--- src/rtl/corr_run_ctrl_if.sv ---
// Host-side command/tick inputs and gate-control outputs of the correlator run controller.
interface corr_run_ctrl_if #(
  parameter int CNT_W = 32
);
  logic [7:0]       cmd_data;
  logic             cmd_valid;
  logic             sample_tick;
  logic             start;
  logic             stop;
  logic             clr;
  logic             running;
  logic             done;
  logic             err;
  logic [CNT_W-1:0] remaining;

  modport master (
    output cmd_data, cmd_valid, sample_tick,
    input  start, stop, clr, running, done, err, remaining
  );

  modport slave (
    input  cmd_data, cmd_valid, sample_tick,
    output start, stop, clr, running, done, err, remaining
  );
endinterface

--- src/rtl/corr_run_ctrl.sv ---
// Decodes host command bytes into start/stop/clr pulses for the correlator sample gate,
// including timed runs that stop on their own after N sample strobes.
module corr_run_ctrl #(
  parameter int CNT_W = 32
) (
  input  logic            clk,
  input  logic            rst_n,
  corr_run_ctrl_if.slave  bus
);

  localparam int NBYTES = CNT_W / 8;
  localparam int IDX_W  = (NBYTES > 1) ? $clog2(NBYTES) : 1;
  localparam logic [IDX_W-1:0] LAST_IDX = IDX_W'(NBYTES - 1);

  localparam logic [7:0] CMD_START = 8'h53;
  localparam logic [7:0] CMD_STOP  = 8'h50;
  localparam logic [7:0] CMD_CLR   = 8'h43;
  localparam logic [7:0] CMD_TIMED = 8'h54;

  typedef enum logic [1:0] {IDLE, RUN, RX_LEN, TIMED_RUN} state_t;

  state_t           state, state_n;
  logic             running, running_n;
  logic [CNT_W-1:0] remaining, remaining_n;
  logic [CNT_W-1:0] shadow, shadow_n;
  logic [IDX_W-1:0] byte_idx, byte_idx_n;
  logic             start_q, stop_q, clr_q, done_q, err_q;
  logic             start_n, stop_n, clr_n, done_n, err_n;
  logic [CNT_W-1:0] len_next;
  logic             tick_live;

  // A tick only counts in TIMED_RUN; any recognised command byte in the same cycle overrides it.
  always_comb begin
    // NOTE: every comb output gets a default first so no path leaves it unassigned (no latches).
    state_n     = state;
    running_n   = running;
    remaining_n = remaining;
    shadow_n    = shadow;
    byte_idx_n  = byte_idx;
    start_n     = 1'b0;
    stop_n      = 1'b0;
    clr_n       = 1'b0;
    done_n      = 1'b0;
    err_n       = 1'b0;
    tick_live   = (state == TIMED_RUN) && bus.sample_tick;

    len_next = shadow;
    for (int i = 0; i < NBYTES; i++) begin
      if (byte_idx == IDX_W'(i)) len_next[8*i +: 8] = bus.cmd_data;
    end

    if (state == RX_LEN) begin
      tick_live = 1'b0;
      if (bus.cmd_valid) begin
        shadow_n = len_next;
        if (byte_idx == LAST_IDX) begin
          if (len_next != '0) begin
            start_n     = 1'b1;
            running_n   = 1'b1;
            remaining_n = len_next;
            state_n     = TIMED_RUN;
          end else begin
            err_n       = 1'b1;
            remaining_n = '0;
            state_n     = running ? RUN : IDLE;
          end
        end else begin
          byte_idx_n = byte_idx + IDX_W'(1);
        end
      end
    end else if (bus.cmd_valid) begin
      unique case (bus.cmd_data)
        CMD_START: begin
          tick_live   = 1'b0;
          start_n     = 1'b1;
          running_n   = 1'b1;
          remaining_n = '0;
          state_n     = RUN;
        end
        CMD_STOP: begin
          tick_live   = 1'b0;
          stop_n      = 1'b1;
          running_n   = 1'b0;
          remaining_n = '0;
          state_n     = IDLE;
        end
        CMD_CLR: begin
          tick_live   = 1'b0;
          clr_n       = 1'b1;
          running_n   = 1'b1;
          remaining_n = '0;
          state_n     = RUN;
        end
        CMD_TIMED: begin
          tick_live  = 1'b0;
          byte_idx_n = '0;
          state_n    = RX_LEN;
        end
        default: err_n = 1'b1;
      endcase
    end

    if (tick_live) begin
      if (remaining == CNT_W'(1)) begin
        stop_n      = 1'b1;
        done_n      = 1'b1;
        running_n   = 1'b0;
        remaining_n = '0;
        state_n     = IDLE;
      end else begin
        remaining_n = remaining - CNT_W'(1);
      end
    end
  end

  // NOTE: sequential state uses non-blocking assignments so all registers update together.
  always_ff @(posedge clk or negedge rst_n) begin
    if (!rst_n) begin
      state     <= IDLE;
      running   <= 1'b0;
      remaining <= '0;
      shadow    <= '0;
      byte_idx  <= '0;
      start_q   <= 1'b0;
      stop_q    <= 1'b0;
      clr_q     <= 1'b0;
      done_q    <= 1'b0;
      err_q     <= 1'b0;
    end else begin
      state     <= state_n;
      running   <= running_n;
      remaining <= remaining_n;
      shadow    <= shadow_n;
      byte_idx  <= byte_idx_n;
      start_q   <= start_n;
      stop_q    <= stop_n;
      clr_q     <= clr_n;
      done_q    <= done_n;
      err_q     <= err_n;
    end
  end

  assign bus.start     = start_q;
  assign bus.stop      = stop_q;
  assign bus.clr       = clr_q;
  assign bus.done      = done_q;
  assign bus.err       = err_q;
  assign bus.running   = running;
  assign bus.remaining = remaining;

endmodule

--- src/flat_wrapper.sv ---
// flat-port wrapper written by rule: the top's interface ports become plain ports
module corr_run_ctrl_flat 
#(
  parameter int CNT_W = 32
)
  (clk, rst_n, bus_cmd_data, bus_cmd_valid, bus_sample_tick, bus_start, bus_stop, bus_clr, bus_running, bus_done, bus_err, bus_remaining);
  corr_run_ctrl_if #(.CNT_W(CNT_W)) bus_i ();
  input  logic clk;
  input  logic rst_n;
  input wire logic [$bits(bus_i.cmd_data)-1:0] bus_cmd_data;
  input wire logic [$bits(bus_i.cmd_valid)-1:0] bus_cmd_valid;
  input wire logic [$bits(bus_i.sample_tick)-1:0] bus_sample_tick;
  output wire logic [$bits(bus_i.start)-1:0] bus_start;
  output wire logic [$bits(bus_i.stop)-1:0] bus_stop;
  output wire logic [$bits(bus_i.clr)-1:0] bus_clr;
  output wire logic [$bits(bus_i.running)-1:0] bus_running;
  output wire logic [$bits(bus_i.done)-1:0] bus_done;
  output wire logic [$bits(bus_i.err)-1:0] bus_err;
  output wire logic [$bits(bus_i.remaining)-1:0] bus_remaining;
  assign bus_i.cmd_data = bus_cmd_data;
  assign bus_i.cmd_valid = bus_cmd_valid;
  assign bus_i.sample_tick = bus_sample_tick;
  assign bus_start = bus_i.start;
  assign bus_stop = bus_i.stop;
  assign bus_clr = bus_i.clr;
  assign bus_running = bus_i.running;
  assign bus_done = bus_i.done;
  assign bus_err = bus_i.err;
  assign bus_remaining = bus_i.remaining;
  corr_run_ctrl #(.CNT_W(CNT_W)) u_core (.clk(clk), .rst_n(rst_n), .bus(bus_i));
endmodule
--- config.mk ---
export PLATFORM = sky130hd
export DESIGN_NAME = corr_run_ctrl_flat
export DESIGN_NICKNAME = d
export VERILOG_FILES = /design/src/rtl/corr_run_ctrl_if.sv /design/src/rtl/corr_run_ctrl.sv /design/src/flat_wrapper.sv
export SDC_FILE = /design/constraint.sdc
export NUM_CORES = 1
export LEC_CHECK = 0
export BUFFER_PORTS_ARGS = -buffer_cell sky130_fd_sc_hd__buf_2
export CAP_MARGIN = 25
export CORE_MARGIN = 10
export CORE_UTILIZATION = 55
export CTS_BUF_LIST = sky130_fd_sc_hd__clkbuf_16
export DETAILED_ROUTE_END_ITERATION = 8
export PLACE_DENSITY = 0.76
export SLEW_MARGIN = 20
export SYNTH_ARGS = -nofsm -noshare
export SYNTH_HDL_FRONTEND = slang
export SYNTH_SLANG_ARGS = --single-unit
--- constraint.sdc ---
create_clock -name clk -period 5.9 [get_ports clk]
set_clock_uncertainty 0.1 [all_clocks]
set_input_delay 0.295 -clock clk [delete_from_list [all_inputs] [get_ports clk]]
set_output_delay 0.295 -clock clk [all_outputs]
set_load 0.01 [all_outputs]
==> results by stage <==
Logic synthesis:
- The number of different library cells in the post-synthesis netlist is 51.
- After synthesis, flip-flops and latches occupy 42.0% of the total area.
- The area share of the largest cell type after synthesis is 42.0%.
- Synthesis inferred 74 register bits.
- The number of nets in the synthesized netlist is 505.
- Sorting the synthesized cells by area gives the leading types as dfrtp_1 42%, mux2i_1 6.6%, mux2_2 5.6%, nor2_1 4.3%, o21ai_0 3.4%.
- In this run the mean area of a mapped cell was 9.05 um2.
- The post-synthesis cell type with the largest combined area is dfrtp_1.
- The Yosys step of the flow raised 0 warnings.
- In the synthesized netlist the async set-or-reset flop fraction comes to 100%.
- The number of enable flip-flop cells after synthesis is 0.
- The prevailing post-synth register cell is dfrtp_1.
- The cell count after synthesis came out at 487.
- In this run the cell area of the synthesized design comes to 4410 um2.

Power:
- The leakage power is 0.00213 uW.
- The peak ir drop on the vdd network is 0.000263 V.
- Total power for the finished layout comes to 2620 uW.
- Power spread over the standard cell area amounts to 533 nW/um2.

Floorplan:
- The die height is 110 um.
- The site row count is 32.
- The die outline area is 12000 um2.
- The initial utilization of the core area, before any placement, comes to 56.7%.
- In this run the count of I/O pins placed on the die edge is 50.
- The floorplan step set the die width to 110 um.
- The standard cell core area is 7770 um2.

Worst setup path:
- The capture instance of the worst register-to-register path is u_core.bus.remaining[4].
- STA classifies the critical path startpoint as a flop.
- The setup slack of the most critical reg-to-reg path is 2.47 ns.
- The arrival time reported for the critical path endpoint is 3.55 ns.
- The critical register-to-register path startpoint is u_core.bus.remaining[18].
- In this run the worst path has a maximum fanout of 38.
- The number of cell instances on the worst register-to-register path is 6.
- The category of the critical setup timing path is reg -> reg.
- For the worst setup path, the data required time is 6.02 ns.
- The worst setup path is captured at a flop.

Timing:
- Setup violations remaining at the end of the flow were counted as 0.
- The slew at the pin closest to its max-slew limit is 0.786 ns.
- In the final timing run, aggregate negative setup slack is 0 ns.
- The final number of hold-violating endpoints came to 0.
- The number of max-slew violations in the final report is 0.
- The worst slew margin relative to its limit is 47.5%.
- Setup repair after global routing left no endpoint under its margin.
- Subtracting the final worst setup slack from the clock period gives 3.43 ns.
- The highest attainable clock frequency is 292 MHz.
- The ratio of final minimum period to clock period is 58.1%.

Layout:
- The repair_antennas step left the layout with diodes totalling 0.
- Across the whole layout, storage elements account for 1850 um2.
- The non-filler instance count after layout is 619.
- The combined area of the multi-input logic cells is 2350 um2.
- The fill cell instance count of the final layout is 674.
- The number of nets in the layout is 530.
- After routing the design area is 4920 um2.
- The post-synthesis to final-layout area growth is 11.6%.
- Cells with a size suffix above 1 make up 18.4% of the layout.

Status:
- The flow ran to the end, and the final reports show no timing, DRC or antenna violations.

Global route:
- The global-route wire length before repair is 19700 um.
- The via count of the first global-routing pass is 3785.
- Entering global routing, the biggest net connects 75 pins.
- The total routing usage reported by global routing is 20.6%.
- Summed over all layers, the global routing overflow is 0.
- The number of antenna violations at the first check in global routing was 0.

Clock tree:
- The number of setup buffers added after CTS is 0.
- The clock reaches the later pin of the worst-skew pair after 0.34 ns.
- The CTS tree is built.
- The clock slew seen by the registers of the worst setup and hold paths is 0.06 ns.
- The H-tree was split into 3 levels.
- In this run the clock root is driven by a clkbuf_16.
- The TritonCTS sink count is 74.
- The maximum buffer depth of the clock tree is 2.
- Clock tree synthesis inserted a total of 9 buffers.

Placement:
- Counting tap cells, the placed design contains a total of 601 instances.
- Routability-driven placement finished with a final weighted congestion of 0.898.
- The instance area after placement is 4620 um2.
- Once detailed placement completed, the half-perimeter wirelength came to 8250 um.
- The count of buffers added on input and output ports is 49.

Run:
- Across the run, the number of max-cap violations was 0.

Hold path:
- Counting instances, the worst hold path has a depth of 3.
- The path with the worst hold slack has its endpoint at u_core.shadow[29].
- The beginning of the worst hold path is bus_cmd_data[5].
- The classification of the worst-slack hold path is in -> reg.

Route:
- After detailed routing, the number of remaining DRC violations is 0.
- After detailed routing, the average wire length per cell comes to 19.6 um.
- The average via count per standard cell is 6.48.
- The met2 wire length is 5570 um.
- Detailed routing inserted a total of 4013 vias.
- In the final routing, the length of wire on met1 measures 5330 um.
- The detail route stage leaves a number of antenna-violating nets equal to 0.
- Detailed routing placed a total of 1020 um of wire on met3.
- The aggregate routed wire length is 12100 um.
- For this block, the initial DRC count from the detailed router was 468.
- The uppermost metal layer occupied by signal nets is met4.
- The number of detailed-route iterations in the first pass is 5.
[per-layer routing]
layer,up-vias,GRT usage (%)
met3,23,3.74
met2,196,31.6
met5,-,0
met1,1936,28.2
met4,0,8.36
li1,1858,-
[through the flow]
| step | hold WS (ns) | utilization, % | worst slack [ns] |
|---|---|---|---|
| after floorplan | -0.101 | - | 2.88 |
| after global placement | 0.363 | 59.5 | 2.58 |
| after detailed placement | 0.363 | 59.5 | 2.49 |
| after CTS | 0.134 | 62.8 | 2.49 |
| after global routing | 0.234 | 63.3 | 2.33 |
| final | 0.222 | 63.3 | 2.47 |
[layout by cell type (no fill, tap or decap), types with 3 or more instances in the layout]
| cell type | netlist | routed |
|---|---|---|
| o21ai_0 | 30 | 30 |
| a21oi_1 | 27 | 27 |
| o2bb2ai_1 | 15 | 15 |
| a221o_1 | 4 | 4 |
| or3_1 | 10 | 10 |
| buf_4 | 1 | 3 |
| mux2_2 | 22 | 22 |
| clkinv_2 | 0 | 3 |
| nor4_1 | 17 | 17 |
| clkbuf_16 | 0 | 9 |
| o21ai_1 | 6 | 6 |
| nor3_1 | 29 | 29 |
| ha_1 | 6 | 6 |
| a22o_1 | 10 | 10 |
| a31oi_1 | 3 | 3 |
| nand3_1 | 10 | 10 |
| mux2i_1 | 29 | 29 |
| buf_2 | 3 | 49 |
| nand2b_1 | 4 | 4 |
| or4_1 | 6 | 6 |
| o22ai_1 | 8 | 8 |
| a22oi_1 | 3 | 3 |
| inv_1 | 8 | 11 |
| nand2_1 | 38 | 38 |
| o211ai_1 | 3 | 3 |
| dfrtp_1 | 74 | 74 |
| nor2_1 | 51 | 50 |
[power by group]
part / switching (uW) / internal [uW] / total (uW)
Clock: 203 / 276 / 479
Sequential: 206 / 718 / 924
Combinational: 728 / 492 / 1220
[timing repair]
item | in CTS | in global routing
hold buffers | 0 | 1
hold endpoints to repair | 0 | 14
resized for setup | 0 | 0
[worst max-delay path by stage]
stage,from,end,slack (ns),cells after the start
after detailed placement,u_core.bus.remaining[18],u_core.bus.remaining[4],2.49,6
after CTS,u_core.bus.remaining[18],u_core.bus.remaining[4],2.49,6
after global routing,u_core.bus.remaining[22],u_core.bus.remaining[4],2.33,6
after floorplan,u_core.bus.remaining[18],u_core.bus.remaining[8],2.88,9
after global placement,u_core.bus.remaining[22],u_core.bus.remaining[4],2.58,6
final,u_core.bus.remaining[18],u_core.bus.remaining[4],2.47,6
[logic make-up (layout without fill, tap and decap cells)]
kind of cell / count (synthesis) / count (layout) / share of synthesized area [%]
and+or+nand+nor: 184 / 184 / 20.9
adders and majority gates: 6 / 6 / 1.70
AOI/OAI and AO/OA: 123 / 123 / 18.2
xor gates and xnor gates: 1 / 1 / 0.199
buffers and inverters: 48 / 78 / 4.77
muxes: 51 / 51 / 12.2
DFF: 74 / 74 / 42.0
[critical path: stages, from the launching register on]
cell	delay (ns)
dfrtp_1	0.41
or3_1	0.51
or4_1	0.67
or4_4	0.61
nand3_2	0.50
o21ai_0	0.19
a221o_1	0.31
[cells in the mapped netlist (all sizes together), types with 3 or more instances]
cell / n
ha: 6
mux2: 22
buf: 10
inv: 8
a22oi: 3
nand3: 11
nand2: 38
nor3: 29
o22ai: 8
mux2i: 29
a31oi: 3
nor2b: 3
clkbuf: 30
or4: 7
o2bb2ai: 15
nor2: 51
a221o: 4
nor4: 17
o211ai: 3
o21ai: 36
or3: 10
dfrtp: 74
nand2b: 4
a21oi: 27
a22o: 10
[area by class of cell]
| class | count | area share (%) |
|---|---|---|
| Clock buffer | 9 | 4.58 |
| Clock inverter | 7 | 0.611 |
| Inverter | 8 | 0.611 |
| Multi-Input combinational cell | 365 | 47.7 |
| Sequential cell | 74 | 37.7 |
| Tap cell | 102 | 2.60 |
| Timing Repair Buffer | 54 | 6.21 |
[registers in the layout, indices dropped and copies added (netlist names), 2 cells and up]
| register | flops |
|---|---|
| u_core.byte_idx | 2 |
| u_core.shadow | 32 |
| u_core.state | 2 |
| u_core.bus.remaining | 32 |
(Power assumes the default switching activity.)
